### src/rtl/arbiter_pkg.sv
// Shared types for the instruction/data bus arbiter.
// The state encoding doubles as the externally visible owner code.
package arbiter_pkg;

   localparam logic [1:0] OWN_IDLE = 2'b00;
   localparam logic [1:0] OWN_I    = 2'b01;
   localparam logic [1:0] OWN_D    = 2'b10;

   localparam logic [3:0] BE_ALL   = 4'hF;

   typedef enum logic [1:0] {
      IDLE   = OWN_IDLE,
      I_XFER = OWN_I,
      D_XFER = OWN_D
   } arb_state_e;

endpackage

### src/rtl/generic_bus_arbiter.sv
// Two-master arbiter (instruction fetch, data) onto one generic bus; data has priority
// with a starvation limit, or round robin when ARB_ROUND_ROBIN_EN is defined.
//
// state  | meaning
// IDLE   | bus idle, arbitrate pending requests (one bubble after every transfer)
// I_XFER | instruction fetch owns the bus until busy=0 or i_ren drops
// D_XFER | data port owns the bus until busy=0 or d_ren/d_wen drop
module generic_bus_arbiter
   import arbiter_pkg::*;
#(
   parameter int STARVE_LIMIT = 8
) (
   input  logic        CLK,
   input  logic        RST,
   input  logic        i_ren,
   input  logic [31:0] i_addr,
   output logic [31:0] i_rdata,
   output logic        i_busy,
   input  logic        d_ren,
   input  logic        d_wen,
   input  logic [31:0] d_addr,
   input  logic [31:0] d_wdata,
   input  logic [3:0]  d_byte_en,
   output logic [31:0] d_rdata,
   output logic        d_busy,
   output logic        ren,
   output logic        wen,
   output logic [31:0] addr,
   output logic [31:0] wdata,
   output logic [3:0]  byte_en,
   input  logic        busy,
   input  logic [31:0] rdata,
   output logic [1:0]  owner
);

   arb_state_e state_q, state_d;
   logic       i_req, d_req;
   logic       tie_grant_i;
   logic       grant_i, grant_d;

   assign i_req   = i_ren;
   assign d_req   = d_ren | d_wen;
   assign grant_i = (state_q == IDLE) && (state_d == I_XFER);
   assign grant_d = (state_q == IDLE) && (state_d == D_XFER);
   assign owner   = state_q;

`ifdef ARB_ROUND_ROBIN_EN
   logic last_d_q, last_d_d;

   // Flag resets to "last was I", so data wins the first tie.
   assign tie_grant_i = last_d_q;

   always_comb begin
      last_d_d = last_d_q;
      if (grant_i) last_d_d = 1'b0;
      else if (grant_d) last_d_d = 1'b1;
   end

   always_ff @(posedge CLK or posedge RST) begin
      if (RST) last_d_q <= 1'b0;
      else     last_d_q <= last_d_d;
   end
`else
   localparam int CW = (STARVE_LIMIT < 1) ? 1 : $clog2(STARVE_LIMIT + 1);
   localparam logic [CW-1:0] LIMIT = CW'(STARVE_LIMIT);

   logic [CW-1:0] starve_q, starve_d;

   assign tie_grant_i = (starve_q == LIMIT);

   // Counts data grants that overtook a waiting fetch; saturates at the limit.
   always_comb begin
      starve_d = starve_q;
      if (grant_i) starve_d = '0;
      else if (grant_d && i_ren && (starve_q != LIMIT)) starve_d = starve_q + 1'b1;
   end

   always_ff @(posedge CLK or posedge RST) begin
      if (RST) starve_q <= '0;
      else     starve_q <= starve_d;
   end
`endif

   always_ff @(posedge CLK or posedge RST) begin
      if (RST) state_q <= IDLE;
      else     state_q <= state_d;
   end

   always_comb begin
      state_d = state_q;
      ren     = 1'b0;
      wen     = 1'b0;
      addr    = '0;
      wdata   = '0;
      byte_en = '0;
      i_busy  = 1'b1;
      d_busy  = 1'b1;
      i_rdata = '0;
      d_rdata = '0;
      case (state_q)
         IDLE: begin
            if (i_req && d_req) state_d = tie_grant_i ? I_XFER : D_XFER;
            else if (i_req)     state_d = I_XFER;
            else if (d_req)     state_d = D_XFER;
         end
         I_XFER: begin
            ren     = i_ren;
            addr    = i_addr;
            byte_en = BE_ALL;
            if (!busy) begin
               i_busy  = 1'b0;
               i_rdata = rdata;
            end
            if (!busy || !i_req) state_d = IDLE;
         end
         D_XFER: begin
            ren     = d_ren;
            wen     = d_wen;
            addr    = d_addr;
            wdata   = d_wdata;
            byte_en = d_byte_en;
            if (!busy) begin
               d_busy  = 1'b0;
               d_rdata = rdata;
            end
            if (!busy || !d_req) state_d = IDLE;
         end
         default: state_d = IDLE;
      endcase
   end

endmodule

### config.mk
export PLATFORM = sky130hd
export DESIGN_NAME = generic_bus_arbiter
export DESIGN_NICKNAME = d
export VERILOG_FILES = /design/src/rtl/arbiter_pkg.sv /design/src/rtl/generic_bus_arbiter.sv
export SDC_FILE = /design/constraint.sdc
export NUM_CORES = 1
export LEC_CHECK = 0
export BUFFER_PORTS_ARGS = -buffer_cell sky130_fd_sc_hd__buf_2
export CAP_MARGIN = 20
export CORE_AREA = 2 2 106 108
export DETAILED_ROUTE_END_ITERATION = 8
export DIE_AREA = 0 0 108 110
export PLACE_DENSITY = 0.5
export SLEW_MARGIN = 20
export SYNTH_ARGS = -nofsm -noshare
export SYNTH_HDL_FRONTEND = slang
export SYNTH_SLANG_ARGS = --single-unit
export TNS_END_PERCENT = 20
### constraint.sdc
create_clock -name CLK -period 2 [get_ports CLK]
set_clock_uncertainty 0.1 [all_clocks]
set_input_delay 0.3 -clock CLK [delete_from_list [all_inputs] [get_ports CLK]]
set_output_delay 0.3 -clock CLK [all_outputs]
set_load 0.005 [all_outputs]
==> flow_summary_export.csv <==
group,metric,value,unit
yosys,synth-seq-cells,6,
yosys,synth_fp_nets,398,
critical_path,cp.arrival,1.54,ns
finish,nets,673,
yosys,ys_async_sr_fraction,1.00,
placed_design,port_buffers,275,
placed_design,gp_congestion,0.743,
finish,multi_input_area,0.00146,mm^2
pwr,peakVddDrop,434,uV
yosys,yosysSeqAreaShare,0.0887,
clocking,clk_latency,0.23,ns
detailed_routing,vias_per_cell,4.21,
sta,rsz0062_at_grt,"true",
finish,diodes,0,
clocking,cts_root_buffer,"clkbuf_8",
yosys,syn_area,0.00169,mm^2
critical_path,crit_path_start_kind,"flip-flop",
global_routing,antenna_found_initial,0,
pwr,p_switching,1.33,mW
yosys,synth.most_common_cell,"and2_1",
clocking,cts_buffers,3,
pwr,p_per_area,872,mW/mm^2
run,drv_cap,0,
placed_design,hpwlAfterDp,6850,um
sta,relSlewSlack,0.827,
clocking,clk_pin_slew,0.04,ns
sta,fmax,515,MHz
sta,worst_pin_slew,0.258,ns
critical_path,crit_type,"reg2out",
clocking,cts_tree,"done",
pwr,swShare,0.439,
floorplan,die_y,110,um
yosys,yosysUniqueCellTypes,28,
detailed_routing,drt_wl_total,8330,um
detailed_routing,drc,0,
finish,final_cell_area,0.00347,mm^2
critical_path,rrSetupSlack,0.10,ns
detailed_routing,route.detailed.wl_per_inst,12.5,um
finish,area_growth,105,%
yosys,synth_top_area_share,0.358,
detailed_routing,dr.pass1.iters,4,
yosys,synth_ff_type,"dfrtp_1",
yosys,ys_warn_count,0,
sta,setup-violations-final,0,
floorplan,rows,38,
yosys,syn_area_per_cell,6.66,um^2
floorplan,initial_utilization,0.158,
critical_path,crit_path_end_kind,"primary output",
min_path,holdPathStages,3,
finish,drive_gt1_frac,0.575,
yosys,synth_edf_count,0,
status,status,"finished, final reports clean",
critical_path,timing.rr.end,"starve_q[2]$_DFFE_PP0P_",
detailed_routing,ant_nets,0,
detailed_routing,vias,2809,
sta,min_period_over_period,0.970,
clocking,htreeDepth,1,
yosys,netlist_instances,254,
min_path,hold_end,"owner[0]$_DFF_PP0_",
critical_path,worstPathMaxFanout,14,
sta,hold_viol,0,
global_routing,grt_max_degree,34,
pwr,sequentialPowerShare,0.073,
yosys,synth_top_cells_by_area,"and2_1 36%, nor2b_1 15%, a22oi_1 14%, dfrtp_1 8.9%, ha_1 4.4%",
floorplan,ioPinCount,276,
yosys,yosysTopAreaCell,"and2_1",
pwr,power_leakage,2.04,nW
detailed_routing,drtIter0Drc,110,
global_routing,grt-ovfl-total,0,
global_routing,globalRouteTotalUtil,0.118,
global_routing,grt_pass1_wl,11400,um
clocking,cts_sinks,6,
min_path,hold_start,"i_ren",
floorplan,fp.dieW,108,um
min_path,hold_path_class,"in2reg",
critical_path,required,1.60,ns
finish,fillerInstances,1161,
floorplan,dieArea,0.0119,mm^2
sta,worst_hold_slack,0.279,ns
floorplan,core,0.0107,mm^2
sta,period_minus_slack,1.94,ns
pwr,clkPwrFrac,0.064,
pwr,combPwrFrac,0.863,
yosys,synth_common_cells,"97 x and2_1, 40 x nor2b_1, 32 x a22oi_1",
clocking,clock_path_buffers,2,
sta,drv_slew,0,
critical_path,r2r_start,"owner[1]$_DFF_PP0_",
critical_path,reg2regPathDepth,9,
global_routing,grt_pass1_vias,2355,
finish,seq_area,150,um^2
pwr,power.internal,1.70,mW
placed_design,dpl_cell_area,0.00328,mm^2
how the worst max path moves through the flow:
stage	start	end	slack, ns	cells past startpoint
6_report	owner[0]$_DFF_PP0_	addr[7]	0.06	5
3_5_place_dp	owner[0]$_DFF_PP0_	d_rdata[15]	0.16	6
2_1_floorplan	owner[1]$_DFF_PP0_	i_rdata[22]	0.09	6
5_1_grt	owner[0]$_DFF_PP0_	ren	-0.04	5
3_3_place_gp	owner[1]$_DFF_PP0_	ren	0.19	5
4_1_cts	owner[0]$_DFF_PP0_	addr[0]	-0.02	6
critical path, stage by stage (launching register included):
cell	delay, ns
dfrtp_1	0.39
inv_2	0.07
ha_1	0.34
buf_4	0.19
nor2b_1	0.18
buf_2	0.13
per-layer routing:
| layer | GRT usage | wire length [um] | vias up |
|---|---|---|---|
| li1 | - | - | 1391 |
| met1 | 0.132 | 3070 | 1263 |
| met2 | 0.236 | 4540 | 150 |
| met3 | 0.0129 | 662 | 5 |
| met4 | 0.0302 | 55 | 0 |
| met5 | 0 | 0 | - |
power groups by stage:
stage | combinational [mW] | sequential [mW] | clock, mW
floorplan | 1.35 | 0.223 | 0
global placement | 2.41 | 0.227 | 0
detailed placement | 2.42 | 0.230 | 0
CTS | 2.55 | 0.219 | 0.197
global route | 2.90 | 0.228 | 0.205
finish | 2.61 | 0.220 | 0.193
stage by stage:
step                cells   util  setup WS (ns)  setup TNS [ns]  power [mW]
floorplan             254      -         0.0938               0        1.58
global placement      658  0.307          0.187               0        2.64
detailed placement    658  0.307          0.159               0        2.65
CTS                   665  0.318        -0.0180         -0.0324        2.96
global route          667  0.324        -0.0388          -0.454        3.33
finish                667  0.324         0.0597               0        3.03
cell type report:
class,count,area share
repair buffers,292,0.465
well taps,140,0.0505
clock buffers,3,0.0119
flip-flops and latches,6,0.0433
multi-input cells,218,0.421
inverters,8,0.00866
layout by cell type (no fill, tap or decap), types with 2 or more instances in the layout:
master / Yosys / final
nor2b_1: 40 / 37
mux2i_1: 2 / 2
o21ai_0: 3 / 3
buf_8: 0 / 2
o21ai_1: 4 / 4
clkbuf_8: 0 / 3
a21oi_1: 7 / 7
buf_2: 2 / 275
ha_1: 6 / 4
buf_12: 0 / 3
buf_4: 0 / 5
nand2_1: 9 / 9
nand3_1: 2 / 2
inv_1: 8 / 7
nor3_1: 2 / 2
a22oi_1: 32 / 31
dfrtp_1: 6 / 6
nor2b_2: 0 / 2
buf_6: 0 / 4
and2_1: 97 / 97
and3_1: 3 / 3
state kept, by name, summed over array words and instances (netlist names):
signal	flops
owner	2
starve_q	4
what timing repair did:
| action | in CTS | in global routing |
|---|---|---|
| hold buffers | 1 | 0 |
| cloned | 1 | 1 |
| setup buffers | 2 | 1 |
| setup endpoints to repair | 78 | 135 |
| endpoints found under the hold margin | 6 | 0 |
| resized for setup | 8 | 10 |
cell families after synthesis:
group                    after synthesis  synth area share
flip-flops                             6            0.0887
buffers and inverters                 30            0.0680
multiplexers                           2            0.0118
adder cells (fa/ha/maj)                6            0.0443
AO/OA/AOI/OAI                         52             0.217
AND/OR/NAND/NOR                      158             0.570
No activity file was read; power rests on OpenSTA's default activity.
